File: config.mk
export PLATFORM = sky130hd
export DESIGN_NAME = aq_axils_reduce_mc
export DESIGN_NICKNAME = d
export VERILOG_FILES = /design/src/rtl/aq_axils_reduce_mc.sv
export SDC_FILE = /design/constraint.sdc
export NUM_CORES = 1
export LEC_CHECK = 0
export CAP_MARGIN = 20
export CELL_PAD_IN_SITES_DETAIL_PLACEMENT = 2
export CELL_PAD_IN_SITES_GLOBAL_PLACEMENT = 2
export CORE_UTILIZATION = 35
export CTS_BUF_LIST = sky130_fd_sc_hd__clkbuf_8
export CTS_CLUSTER_SIZE = 28
export DETAILED_ROUTE_END_ITERATION = 8
export PLACE_DENSITY_LB_ADDON = 0.1
export SLEW_MARGIN = 20
export SYNTH_ARGS = -nofsm -noshare
export SYNTH_HDL_FRONTEND = slang
export SYNTH_SLANG_ARGS = --single-unit
export TNS_END_PERCENT = 5
File: constraint.sdc
create_clock -name ACLK -period 2.45 [get_ports ACLK]
set_input_delay 0.245 -clock ACLK [delete_from_list [all_inputs] [get_ports ACLK]]
set_output_delay 0.245 -clock ACLK [all_outputs]
set_load 0.01 [all_outputs]
File: src/rtl/aq_axils_reduce_mc.sv
// aq_axils_reduce_mc
// AXI4-Lite register block for the multi-channel reduce datapath. Each channel
// owns shadow ORG_X/ORG_Y/CNV_X/CNV_Y registers which are copied to the active
// outputs together on a frame boundary after a COMMIT request, or continuously
// when BYPASS is set.
//
// Ports:
//   ACLK, ARESETN        clock, asynchronous active-low reset
//   S_AXI_AW*/W*/B*      write address/data/response channels (CACHE/PROT unused)
//   S_AXI_AR*/R*         read address/data channels (CACHE/PROT unused)
//   FRAME_START          single-cycle frame boundary pulse
//   ORG_X/ORG_Y/CNV_X/CNV_Y  active values, channel n at [n*FIELD_W +: FIELD_W]
//   COMMIT_DONE          one-cycle pulse when shadow values reach the outputs
module aq_axils_reduce_mc #(
  parameter int          NUM_CH  = 2,
  parameter int          FIELD_W = 16,
  parameter logic [31:0] VERSION = 32'h0002_0000
) (
  input  logic                      ACLK,
  input  logic                      ARESETN,
  input  logic [31:0]               S_AXI_AWADDR,
  input  logic [3:0]                S_AXI_AWCACHE,
  input  logic [2:0]                S_AXI_AWPROT,
  input  logic                      S_AXI_AWVALID,
  output logic                      S_AXI_AWREADY,
  input  logic [31:0]               S_AXI_WDATA,
  input  logic [3:0]                S_AXI_WSTRB,
  input  logic                      S_AXI_WVALID,
  output logic                      S_AXI_WREADY,
  output logic                      S_AXI_BVALID,
  input  logic                      S_AXI_BREADY,
  output logic [1:0]                S_AXI_BRESP,
  input  logic [31:0]               S_AXI_ARADDR,
  input  logic [3:0]                S_AXI_ARCACHE,
  input  logic [2:0]                S_AXI_ARPROT,
  input  logic                      S_AXI_ARVALID,
  output logic                      S_AXI_ARREADY,
  output logic [31:0]               S_AXI_RDATA,
  output logic [1:0]                S_AXI_RRESP,
  output logic                      S_AXI_RVALID,
  input  logic                      S_AXI_RREADY,
  input  logic                      FRAME_START,
  output logic [NUM_CH*FIELD_W-1:0] ORG_X,
  output logic [NUM_CH*FIELD_W-1:0] ORG_Y,
  output logic [NUM_CH*FIELD_W-1:0] CNV_X,
  output logic [NUM_CH*FIELD_W-1:0] CNV_Y,
  output logic                      COMMIT_DONE
);

  localparam int NREG = NUM_CH * 4;

  typedef enum logic [1:0] {IDLE, WCOLLECT, WRESP, RRESP} state_t;

  state_t             state_q, state_d;
  logic [7:2]         aw_addr_q, aw_addr_d;
  logic               aw_have_q, aw_have_d;
  logic [31:0]        w_data_q, w_data_d;
  logic [3:0]         w_strb_q, w_strb_d;
  logic               w_have_q, w_have_d;
  logic [1:0]         bresp_q, bresp_d;
  logic [31:0]        rdata_q, rdata_d;
  logic [1:0]         rresp_q, rresp_d;
  logic               bypass_q, bypass_d;
  logic               pending_q, pending_d;
  logic               commit_done_q, commit_done_d;
  logic [FIELD_W-1:0] shadow_q [NREG];
  logic [FIELD_W-1:0] shadow_d [NREG];
  logic [FIELD_W-1:0] active_q [NREG];
  logic [FIELD_W-1:0] active_d [NREG];

  logic        wr_fire, rd_fire, copy;
  logic [7:2]  wr_addr, rd_addr;
  logic [31:0] wr_data, wr_mask, rd_val;
  logic [3:0]  wr_strb;
  logic        wr_is_ch, wr_is_ctrl, rd_is_ch, rd_ok;
  logic        unused_ok;

  assign unused_ok = ^{S_AXI_AWADDR[31:8], S_AXI_AWADDR[1:0], S_AXI_ARADDR[31:8],
                       S_AXI_ARADDR[1:0], S_AXI_AWCACHE, S_AXI_AWPROT,
                       S_AXI_ARCACHE, S_AXI_ARPROT, wr_data, wr_mask};

  // A write completes when the second of AW/W arrives; whichever half was
  // captured earlier comes from the holding registers, the other from the bus.
  always_comb begin
    wr_fire = ((state_q == IDLE) && S_AXI_AWVALID && S_AXI_WVALID) ||
              ((state_q == WCOLLECT) && ((aw_have_q && S_AXI_WVALID) ||
                                         (w_have_q && S_AXI_AWVALID)));
    rd_fire = (state_q == IDLE) && S_AXI_ARVALID && !S_AXI_AWVALID && !S_AXI_WVALID;
    wr_addr = aw_have_q ? aw_addr_q : S_AXI_AWADDR[7:2];
    wr_data = w_have_q ? w_data_q : S_AXI_WDATA;
    wr_strb = w_have_q ? w_strb_q : S_AXI_WSTRB;
    wr_mask = {{8{wr_strb[3]}}, {8{wr_strb[2]}}, {8{wr_strb[1]}}, {8{wr_strb[0]}}};
    wr_is_ch   = !wr_addr[7] && (int'(wr_addr[6:4]) < NUM_CH);
    wr_is_ctrl = (wr_addr == 6'b100000);
    rd_addr    = S_AXI_ARADDR[7:2];
    rd_is_ch   = !rd_addr[7] && (int'(rd_addr[6:4]) < NUM_CH);
    copy       = FRAME_START && pending_q;
  end

  // Read mux; addr[6:2] is directly the shadow index (channel*4 + field).
  always_comb begin
    rd_val = '0;
    rd_ok  = 1'b1;
    if (rd_is_ch) begin
      for (int i = 0; i < NREG; i++) begin
        if (int'(rd_addr[6:2]) == i) rd_val[FIELD_W-1:0] = shadow_q[i];
      end
    end else if (rd_addr == 6'b100000) begin
      rd_val = {30'd0, bypass_q, 1'b0};
    end else if (rd_addr == 6'b100001) begin
      rd_val = {31'd0, pending_q};
    end else if (rd_addr == 6'b100010) begin
      rd_val = VERSION;
    end else begin
      rd_ok = 1'b0;
    end
  end

  // State register.
  always_ff @(posedge ACLK or negedge ARESETN) begin
    if (!ARESETN) state_q <= IDLE;
    else          state_q <= state_d;
  end

  // Next-state logic; a pending write always beats a simultaneous read.
  always_comb begin
    state_d = state_q;
    case (state_q)
      IDLE: begin
        if (S_AXI_AWVALID && S_AXI_WVALID)      state_d = WRESP;
        else if (S_AXI_AWVALID || S_AXI_WVALID) state_d = WCOLLECT;
        else if (S_AXI_ARVALID)                 state_d = RRESP;
      end
      WCOLLECT: if (wr_fire)        state_d = WRESP;
      WRESP:    if (S_AXI_BREADY)   state_d = IDLE;
      RRESP:    if (S_AXI_RREADY)   state_d = IDLE;
      default:                      state_d = IDLE;
    endcase
  end

  // Handshake outputs; in WCOLLECT only the missing channel is offered.
  always_comb begin
    S_AXI_AWREADY = 1'b0;
    S_AXI_WREADY  = 1'b0;
    S_AXI_ARREADY = 1'b0;
    S_AXI_BVALID  = 1'b0;
    S_AXI_RVALID  = 1'b0;
    case (state_q)
      IDLE: begin
        S_AXI_AWREADY = 1'b1;
        S_AXI_WREADY  = 1'b1;
        S_AXI_ARREADY = !S_AXI_AWVALID && !S_AXI_WVALID;
      end
      WCOLLECT: begin
        S_AXI_AWREADY = !aw_have_q;
        S_AXI_WREADY  = !w_have_q;
      end
      WRESP:   S_AXI_BVALID = 1'b1;
      RRESP:   S_AXI_RVALID = 1'b1;
      default: ;
    endcase
  end

  assign S_AXI_BRESP = bresp_q;
  assign S_AXI_RDATA = rdata_q;
  assign S_AXI_RRESP = rresp_q;
  assign COMMIT_DONE = commit_done_q;

  // Channel capture, responses and the register file. The copy reads
  // shadow_q, so a shadow write in the copy cycle lands only in the shadow.
  always_comb begin
    aw_addr_d = aw_addr_q;
    aw_have_d = aw_have_q;
    w_data_d  = w_data_q;
    w_strb_d  = w_strb_q;
    w_have_d  = w_have_q;
    bresp_d   = bresp_q;
    rdata_d   = rdata_q;
    rresp_d   = rresp_q;
    bypass_d  = bypass_q;
    pending_d = pending_q;
    if ((state_q == IDLE) && S_AXI_AWVALID && !S_AXI_WVALID) begin
      aw_addr_d = S_AXI_AWADDR[7:2];
      aw_have_d = 1'b1;
    end
    if ((state_q == IDLE) && S_AXI_WVALID && !S_AXI_AWVALID) begin
      w_data_d = S_AXI_WDATA;
      w_strb_d = S_AXI_WSTRB;
      w_have_d = 1'b1;
    end
    if (wr_fire) begin
      aw_have_d = 1'b0;
      w_have_d  = 1'b0;
      bresp_d   = (wr_is_ch || wr_is_ctrl) ? 2'b00 : 2'b10;
    end
    if (rd_fire) begin
      rdata_d = rd_val;
      rresp_d = rd_ok ? 2'b00 : 2'b10;
    end
    if (copy) pending_d = 1'b0;
    // A COMMIT arriving with FRAME_START re-arms for the next frame.
    if (wr_fire && wr_is_ctrl && wr_strb[0]) begin
      bypass_d = wr_data[1];
      if (wr_data[0]) pending_d = 1'b1;
    end
    commit_done_d = copy && !bypass_q;
    for (int i = 0; i < NREG; i++) begin
      shadow_d[i] = shadow_q[i];
      if (wr_fire && wr_is_ch && (int'(wr_addr[6:2]) == i)) begin
        shadow_d[i] = (shadow_q[i] & ~wr_mask[FIELD_W-1:0]) |
                      (wr_data[FIELD_W-1:0] & wr_mask[FIELD_W-1:0]);
      end
      active_d[i] = (bypass_q || copy) ? shadow_q[i] : active_q[i];
    end
  end

  // Datapath registers.
  always_ff @(posedge ACLK or negedge ARESETN) begin
    if (!ARESETN) begin
      aw_addr_q     <= '0;
      aw_have_q     <= 1'b0;
      w_data_q      <= '0;
      w_strb_q      <= '0;
      w_have_q      <= 1'b0;
      bresp_q       <= 2'b00;
      rdata_q       <= '0;
      rresp_q       <= 2'b00;
      bypass_q      <= 1'b0;
      pending_q     <= 1'b0;
      commit_done_q <= 1'b0;
      for (int i = 0; i < NREG; i++) begin
        shadow_q[i] <= '0;
        active_q[i] <= '0;
      end
    end else begin
      aw_addr_q     <= aw_addr_d;
      aw_have_q     <= aw_have_d;
      w_data_q      <= w_data_d;
      w_strb_q      <= w_strb_d;
      w_have_q      <= w_have_d;
      bresp_q       <= bresp_d;
      rdata_q       <= rdata_d;
      rresp_q       <= rresp_d;
      bypass_q      <= bypass_d;
      pending_q     <= pending_d;
      commit_done_q <= commit_done_d;
      for (int i = 0; i < NREG; i++) begin
        shadow_q[i] <= shadow_d[i];
        active_q[i] <= active_d[i];
      end
    end
  end

  // Flatten the active registers onto the per-field output buses.
  always_comb begin
    ORG_X = '0;
    ORG_Y = '0;
    CNV_X = '0;
    CNV_Y = '0;
    for (int c = 0; c < NUM_CH; c++) begin
      ORG_X[c*FIELD_W +: FIELD_W] = active_q[c*4 + 0];
      ORG_Y[c*FIELD_W +: FIELD_W] = active_q[c*4 + 1];
      CNV_X[c*FIELD_W +: FIELD_W] = active_q[c*4 + 2];
      CNV_Y[c*FIELD_W +: FIELD_W] = active_q[c*4 + 3];
    end
  end

endmodule

### Word level (Yosys, flattened, before mapping)

Index checks and enable logic that the tools add are counted.

* flip-flop bits (word level): 323
* bits of input ports: 122
* logic and storage cells: 160

* $lt $le $gt $ge: 2
* equality and inequality tests: 25
* muxes and demuxes: 41
* bitwise operators: 18
* reduce and logical (&&, ||, !) cells: 46

Operators by type and width (count)
* 16-bit two-way mux: 11
* 16-bit bitwise AND: 9
* 16-bit OR: 8
* 18-bit two-way mux: 3
* 5-bit by 4-bit == test with 1-bit output (second input constant): 8
* 1-bit logical AND: 28
* 6-bit == test (second input constant): 4
* 5-bit by 3-bit == test with 1-bit output (second input constant): 4
* 2-bit two-way mux: 9
* 16-bit inverter: 1
* 1-bit two-way mux: 14
* 5-bit by 2-bit == test with 1-bit output (second input constant): 2
* 5-bit zero test: 2
* 2-bit case mux with 4 select lines: 1
* 1-bit zero test: 7
* 3-bit by 2-bit < comparator with 1-bit output (second input constant): 2
* 6-bit two-way mux: 1
* 2-bit inequality test (second input constant): 3
* 1-bit logical OR: 5
* 2-bit == test (second input constant): 2
* 4-bit by 2-bit inequality test with 1-bit output (second input constant): 1
* 1-bit case mux with 2 select lines: 2
* 4-bit AND reduction: 1
* 2-bit nonzero test: 2
* other kinds (2): 2

### Depth between registers and ports, before layout

Gate-level depths: netlist (run 1).

* depth after elaboration: 10
* mapped depth: 8

### Worst setup path before layout (run 1)

Ideal clock, no wire load.

* kind: reg2reg
* start: register aw_have_q
* end: register with a tool-made name
* library setup time: 125 ps
* arrival time: 1935 ps
* path slack: 390 ps
* cell stages (with the launch flop): 7
* path buffers: 1
* clock period less this slack: 2060 ps
* cells stage by stage: dfrtp_1 -> buf_4 -> or3_4 -> a22oi_4 -> nand3_1 -> nor2_4 -> mux2_2

RTL lines
* from (decl): line 56 `logic aw_have_q, aw_have_d;`
* from (signal assigned): line 237 `aw_have_q <= aw_have_d;`

### Worst setup path in the final report (run 1)

* start: register state_q[0]
* end: output port S_AXI_ARREADY

* longest elaborated chain between the ends: 2

Ends and longest elaborated chain
* from (decl): line 54 `state_t state_q, state_d;`
* from (signal assigned): line 122 `else state_q <= state_d;`
* 2-bit zero test: line 148 `case (state_q)`
* 1-bit two-way mux: line 148
* to (decl): line 37 `output logic S_AXI_ARREADY,`

No other way between the ends.

==> results of run 1 <==
layer usage:
metal / track usage / share of wire
met5: 0 / 0
met4: 0.08498 / 0.029
met3: 0.03415 / 0.049
met2: 0.3481 / 0.46
met1: 0.3204 / 0.46
Yosys cell counts, types with 3 or more instances:
master / n
a211oi_1: 13
a21oi_1: 26
a221o_1: 11
a22o_1: 4
a22oi_1: 23
a31oi_1: 3
and2_1: 3
buf_2: 6
buf_4: 20
clkbuf_1: 44
dfrtp_1: 306
ha_1: 3
inv_1: 11
mux2_1: 10
mux2_2: 278
mux2_4: 8
mux2i_1: 4
nand2_1: 23
nand2b_1: 4
nand3_1: 12
nand3b_1: 4
nor2_1: 40
nor2b_1: 5
nor3_1: 23
nor3_4: 3
nor4b_1: 4
o211ai_1: 11
o21ai_0: 37
o22ai_1: 8
or2_1: 4
power by group:
| group | internal, mW | switching [mW] | leakage, nW | total [mW] |
|---|---|---|---|---|
| Sequential | 5.96 | 0.722 | 4.20 | 6.68 |
| Clock | 2.75 | 2.23 | 0.649 | 4.98 |
| Combinational | 2.13 | 2.00 | 3.53 | 4.13 |
| Total | 10.8 | 4.95 | 8.37 | 15.8 |
worst reg2reg max path, stage by stage, from the launching register on:
cell and delay [ps]:
dfrtp_2 490, mux2_2 390, nor2_1 280, nand2_2 160, or2_1 450, mux2_2 350
cell type report:
class	count	share of cell area
Tap cell	511	0.03611
Clock inverter	24	0.006430
Inverter	11	0.002332
Sequential cell	306	0.4325
Clock buffer	76	0.05907
Timing Repair Buffer	275	0.1566
Multi-Input combinational cell	625	0.3070
per-stage QoR:
stage                     std cells  cell area, um2  setup slack, ps  hold WS (ps)
after floorplan                1014           13460            390.2        -50.59
after global placement         1727           16530          -0.2012         201.4
after detailed placement       1727           16530           -79.17         199.7
after CTS                      1828           17700            24.39         123.6
after global routing           1828           17710            55.09         154.6
final                          1828           17710            144.2         128.1
worst min-delay path by stage:
| stage | to | cells past startpoint | slack (ps) | startpoint |
|---|---|---|---|---|
| 2_1_floorplan | CNV_X[0] | 0 | -50 | ARESETN |
| 3_3_place_gp | asynchronous set/reset pin | 1 | 200 | ARESETN |
| 3_5_place_dp | asynchronous set/reset pin | 1 | 200 | ARESETN |
| 4_1_cts | S_AXI_RDATA[3] | 2 | 120 | ARESETN |
| 5_1_grt | asynchronous set/reset pin | 2 | 150 | ARESETN |
| 6_report | asynchronous set/reset pin | 2 | 130 | ARESETN |
repair_timing:
item	CTS	global route
resized for setup	1	2
setup endpoints to repair	1	12
hold buffers	1	0
hold endpoints to repair	198	0
kinds of logic after synthesis:
group / synth area share
flops: 0.5714
other cells: 0.0002798
mux: 0.2539
compound gates: 0.07796
buf+inv: 0.02941
simple gates: 0.06423
fa+ha+maj: 0.002801
==> flow_metrics.py, run 1 <==
metrics = {
    "global_routing": {
        "grt_max_degree": 74,
        "antenna_found_initial": 2,
        "grt_pass1_vias": 10550,
        "grt_usage": 0.2258,
        "grt_pass1_wl_um": 65760,
        "overflow": 0,
    },
    "drt": {
        "dr.pass1.iters": 4,
        "drt_iter0_drc": 379,
        "drt.antenna.violating_nets": 0,
        "drc": 0,
        "wire_per_inst_um": 23.33,
        "via_count": 9555,
        "vias_per_cell": 5.227,
        "routed_wl_um": 42650,
    },
    "synthesis": {
        "synth-seq-area-share": 0.5714,
        "netlist_instances": 998,
        "syn_avg_cell_area_um2": 13.43,
        "ys_top_cells_by_area": "dfrtp_1 57%, mux2_2 23%, o21ai_0 1.4%",
        "synth.distinct_cells": 65,
        "async_flop_share": 1.000,
        "synth_top_area_cell": "dfrtp_1",
        "synth-edff-count": 0,
        "synth-main-ff-cell": "dfrtp_1",
        "synth_top_area_frac": 0.5714,
        "syn_area_um2": 13400,
        "yosysWarningCount": 0,
        "ys_ff_latch": 306,
    },
    "setup_path": {
        "crit_end": "S_AXI_ARREADY",
        "crit_family": "buffers and inverters",
        "reg2reg_from": "aw_have_q",
        "slowest_delay_ps": 540,
        "cp_num_cells": 4,
        "cp_slowest_cell": "clkdlybuf4s50_1",
        "worstPathMaxFanout": 11,
        "cp_cell_sequence": "buf_4, nor2_4, and2_1, clkdlybuf4s50_1",
        "arrival_ps": 2060,
        "start_kind": "flop",
        "path_buf_inv": 2,
        "r2r_cells": 5,
        "reg2reg_setup_slack_ps": 200,
        "crit_type": "flop to output port",
        "worstPathRequired_ps": 2200,
        "crit_path_end_kind": "output port",
        "crit_path_start": "state_q[0]",
    },
    "sta": {
        "timing.final.crit_share": 0.9412,
        "tightest_slew_ps": 795.6,
        "fmax_ghz": 0.4337,
        "drv_slew": 0,
        "setup_viol": 0,
        "rsz0062_at_grt": "no",
        "finalClockSkew_ps": 18.51,
        "fin_crit_ps": 2306,
        "hold_viol": 0,
        "max_slew_margin": 0.4677,
        "tns_ps": 0,
    },
    "power_and_ir_drop": {
        "leakagePower_nw": 8.370,
        "pwr_density_cell_nw_per_um2": 891.9,
        "p_total_mw": 15.79,
        "irDropWorstVdd_mv": 0.4348,
    },
    "layout": {
        "mostFrequentLayoutCell": "dfrtp_1",
        "multiInputGateArea_um2": 5435,
        "drive_above_1_share": 0.3660,
        "syn_to_final_growth_pct": 32.13,
        "nNetsFinal": 1399,
        "fillers": 3765,
        "layout_common_cells": "305 x dfrtp_1, 278 x mux2_2, 189 x clkdlybuf4s50_1",
        "post-route-util": 0.4701,
        "regArea_um2": 7659,
        "antenna_cells": 0,
    },
    "clock_network": {
        "cts_setup_buffers": 0,
        "cts_buffers": 55,
        "cts_buffer_depth": 3,
        "clkTransAtPathRegs_ps": 60,
        "cts_tree": "yes",
        "cts_root_buf": "clkbuf_8",
        "insertion_delay_ps": 640,
        "htreeDepth": 2,
        "cts_sinks": 306,
    },
    "die": {
        "die_w_um": 197.7,
        "fp.dieArea_um2": 39080,
        "io_pins": 292,
        "placementRows": 71,
        "die_h_um": 197.7,
        "coreArea_um2": 37670,
        "initial_utilization": 0.3558,
    },
    "placed_design": {
        "hpwl_um": 30760,
        "io_buffer_count": 190,
        "gp_congestion": 0.8068,
    },
    "run": {
        "drv_cap": 0,
    },
    "outcome": {
        "status": "finished, final reports clean",
    },
    "min_path": {
        "hp-class": "input pin to asynchronous set/reset pin",
    },
}
No activity file was read; power rests on OpenSTA's default activity.
==> run 2, diff against run 1 <==
- SKIP_CTS_REPAIR_TIMING: unset -> 1
==> run 2 against run 1 <==
Net effect: count of clock-buffer cells in the layout unchanged; first-iteration DRC count increased by 3.4%; fmax about the same; largest cell class unchanged; non-clock buffer count unchanged; core utilization unchanged; wire length about the same; register-to-register slack about the same; via count decreased by 0.15%; design area unchanged; die area unchanged; total power about the same; critical path type unchanged.
==> flow_metrics.py, run 2 (same netlist as run 1, synthesis figures left out) <==
metrics = {
    "outcome": {
        "status": "finished, final reports clean",
    },
    "placed_design": {
        "hpwl_um": 30760,
        "dpl.cell_count": 1727,
        "io_buffer_count": 190,
        "gp_congestion": 0.8068,
        "place_ws_ps": -79.17,
    },
    "drt": {
        "drt_iter0_drc": 392,
        "dr.pass1.iters": 4,
        "wire_per_inst_um": 23.36,
        "drt.antenna.violating_nets": 0,
        "via_count": 9541,
        "vias_per_cell": 5.219,
        "drc": 0,
        "routed_wl_um": 42690,
    },
    "sta": {
        "drv_slew": 0,
        "fin_crit_ps": 2305,
        "finalClockSkew_ps": 20.20,
        "worst_slack_ps": 144.5,
        "fmax_ghz": 0.4337,
        "setup_viol": 0,
        "tightest_slew_ps": 793.6,
        "hold_viol": 0,
        "max_slew_margin": 0.4690,
        "rsz0062_at_grt": "no",
        "timing.final.crit_share": 0.9410,
    },
    "setup_path": {
        "crit_path_end_kind": "output port",
        "reg2reg_setup_slack_ps": 210,
        "slowest_delay_ps": 540,
        "reg2reg_from": "aw_have_q",
        "cp_slowest_cell": "clkdlybuf4s50_1",
        "worstPathRequired_ps": 2200,
        "worstPathMaxFanout": 11,
        "arrival_ps": 2060,
        "start_kind": "flop",
        "cp_cell_sequence": "buf_4, nor2_4, and2_1, clkdlybuf4s50_1",
        "path_buf_inv": 2,
        "crit_type": "flop to output port",
        "crit_family": "buffers and inverters",
        "r2r_cells": 5,
    },
    "die": {
        "fp.dieArea_um2": 39080,
        "coreArea_um2": 37670,
        "io_pins": 292,
        "die_w_um": 197.7,
        "initial_utilization": 0.3558,
        "placementRows": 71,
        "die_h_um": 197.7,
    },
    "global_routing": {
        "gr-usage-met3": 0.03398,
        "grt_max_degree": 74,
        "grt_use_met2": 0.3478,
        "grt_pass1_wl_um": 65730,
        "antenna_found_initial": 2,
        "grt_use_met1": 0.3204,
        "grt_pass1_vias": 10540,
        "overflow": 0,
        "grt_usage": 0.2257,
        "busiest_layer": "met2",
    },
    "clock_network": {
        "cts_buffer_depth": 3,
        "cts_sinks": 306,
        "cts_tree": "yes",
        "insertion_delay_ps": 640,
        "cts_root_buf": "clkbuf_8",
        "clkTransAtPathRegs_ps": 60,
        "cts_buffers": 55,
        "htreeDepth": 2,
    },
    "power_and_ir_drop": {
        "p_total_mw": 15.79,
        "pwr_density_cell_nw_per_um2": 891.9,
        "switching_power_mw": 4.946,
        "p_comb_frac": 0.262,
        "irDropWorstVdd_mv": 0.4348,
        "swShare": 0.3132,
        "internal_power_mw": 10.85,
        "leakagePower_nw": 8.370,
        "seq_power_share": 0.423,
        "clkPwrFrac": 0.315,
    },
    "layout": {
        "antenna_cells": 0,
        "mostFrequentLayoutCell": "dfrtp_1",
        "multiInputGateArea_um2": 5435,
        "post-route-util": 0.4701,
        "layout_common_cells": "305 x dfrtp_1, 278 x mux2_2, 189 x clkdlybuf4s50_1",
        "nNetsFinal": 1399,
        "fillers": 3763,
        "drive_above_1_share": 0.3660,
        "regArea_um2": 7659,
        "syn_to_final_growth_pct": 32.13,
        "final_cells": 1828,
    },
    "min_path": {
        "hp-class": "input pin to asynchronous set/reset pin",
    },
    "run": {
        "drv_cap": 0,
    },
}
[run 2: power by group through the flow]
stage                     registers [mW]  clock network (mW)  logic (mW)
after global placement              6.73                   0        4.02
after floorplan                     6.66                   0        2.04
after global routing                6.81                5.32        4.44
after detailed placement            6.78                   0        4.13
final                               6.69                4.98        4.13
after CTS                           6.70                5.15        4.17
[run 2: final cells by class]
cell class	instances	area share
inverter	11	0.002332
clock inverter	24	0.006430
clock buffer	76	0.05907
timing repair buffer	275	0.1566
sequential	306	0.4325
multi-input combinational	625	0.3070
tap	511	0.03611
[run 2: how the worst max path moves through the flow]
stage,startpoint,endpoint,slack (ps),cells past startpoint
global route,state_q[0],S_AXI_ARREADY,60,4
global placement,S_AXI_ARADDR[6],S_AXI_RDATA[9],-0.2,7
CTS,state_q[0],S_AXI_ARREADY,-50,4
detailed placement,S_AXI_ARADDR[3],S_AXI_RDATA[10],-80,6
finish,state_q[0],S_AXI_ARREADY,140,4
floorplan,aw_have_q,flop,390,6
[run 2: metal layers]
layer | routed length, um | share of wire
met5 | 0 | 0
met4 | 1257 | 0.029
met3 | 1992 | 0.047
met2 | 19620 | 0.46
met1 | 19820 | 0.46
[run 2: through the flow]
stage	instance area, um2	hold WS [ps]	TNS, ps
after floorplan	13460	-50.59	0
after global placement	16530	201.4	-0.2012
after detailed placement	16530	199.7	-650.1
after CTS	17690	-490.4	-51.86
after global routing	17710	153.8	0
final	17710	129.6	0
[run 2: worst register-to-register path, cell delays in order (launching register included)]
cell	delay, ps
dfrtp_2	490
mux2_2	390
nor2_1	280
nand2_2	160
or2_1	450
mux2_2	360
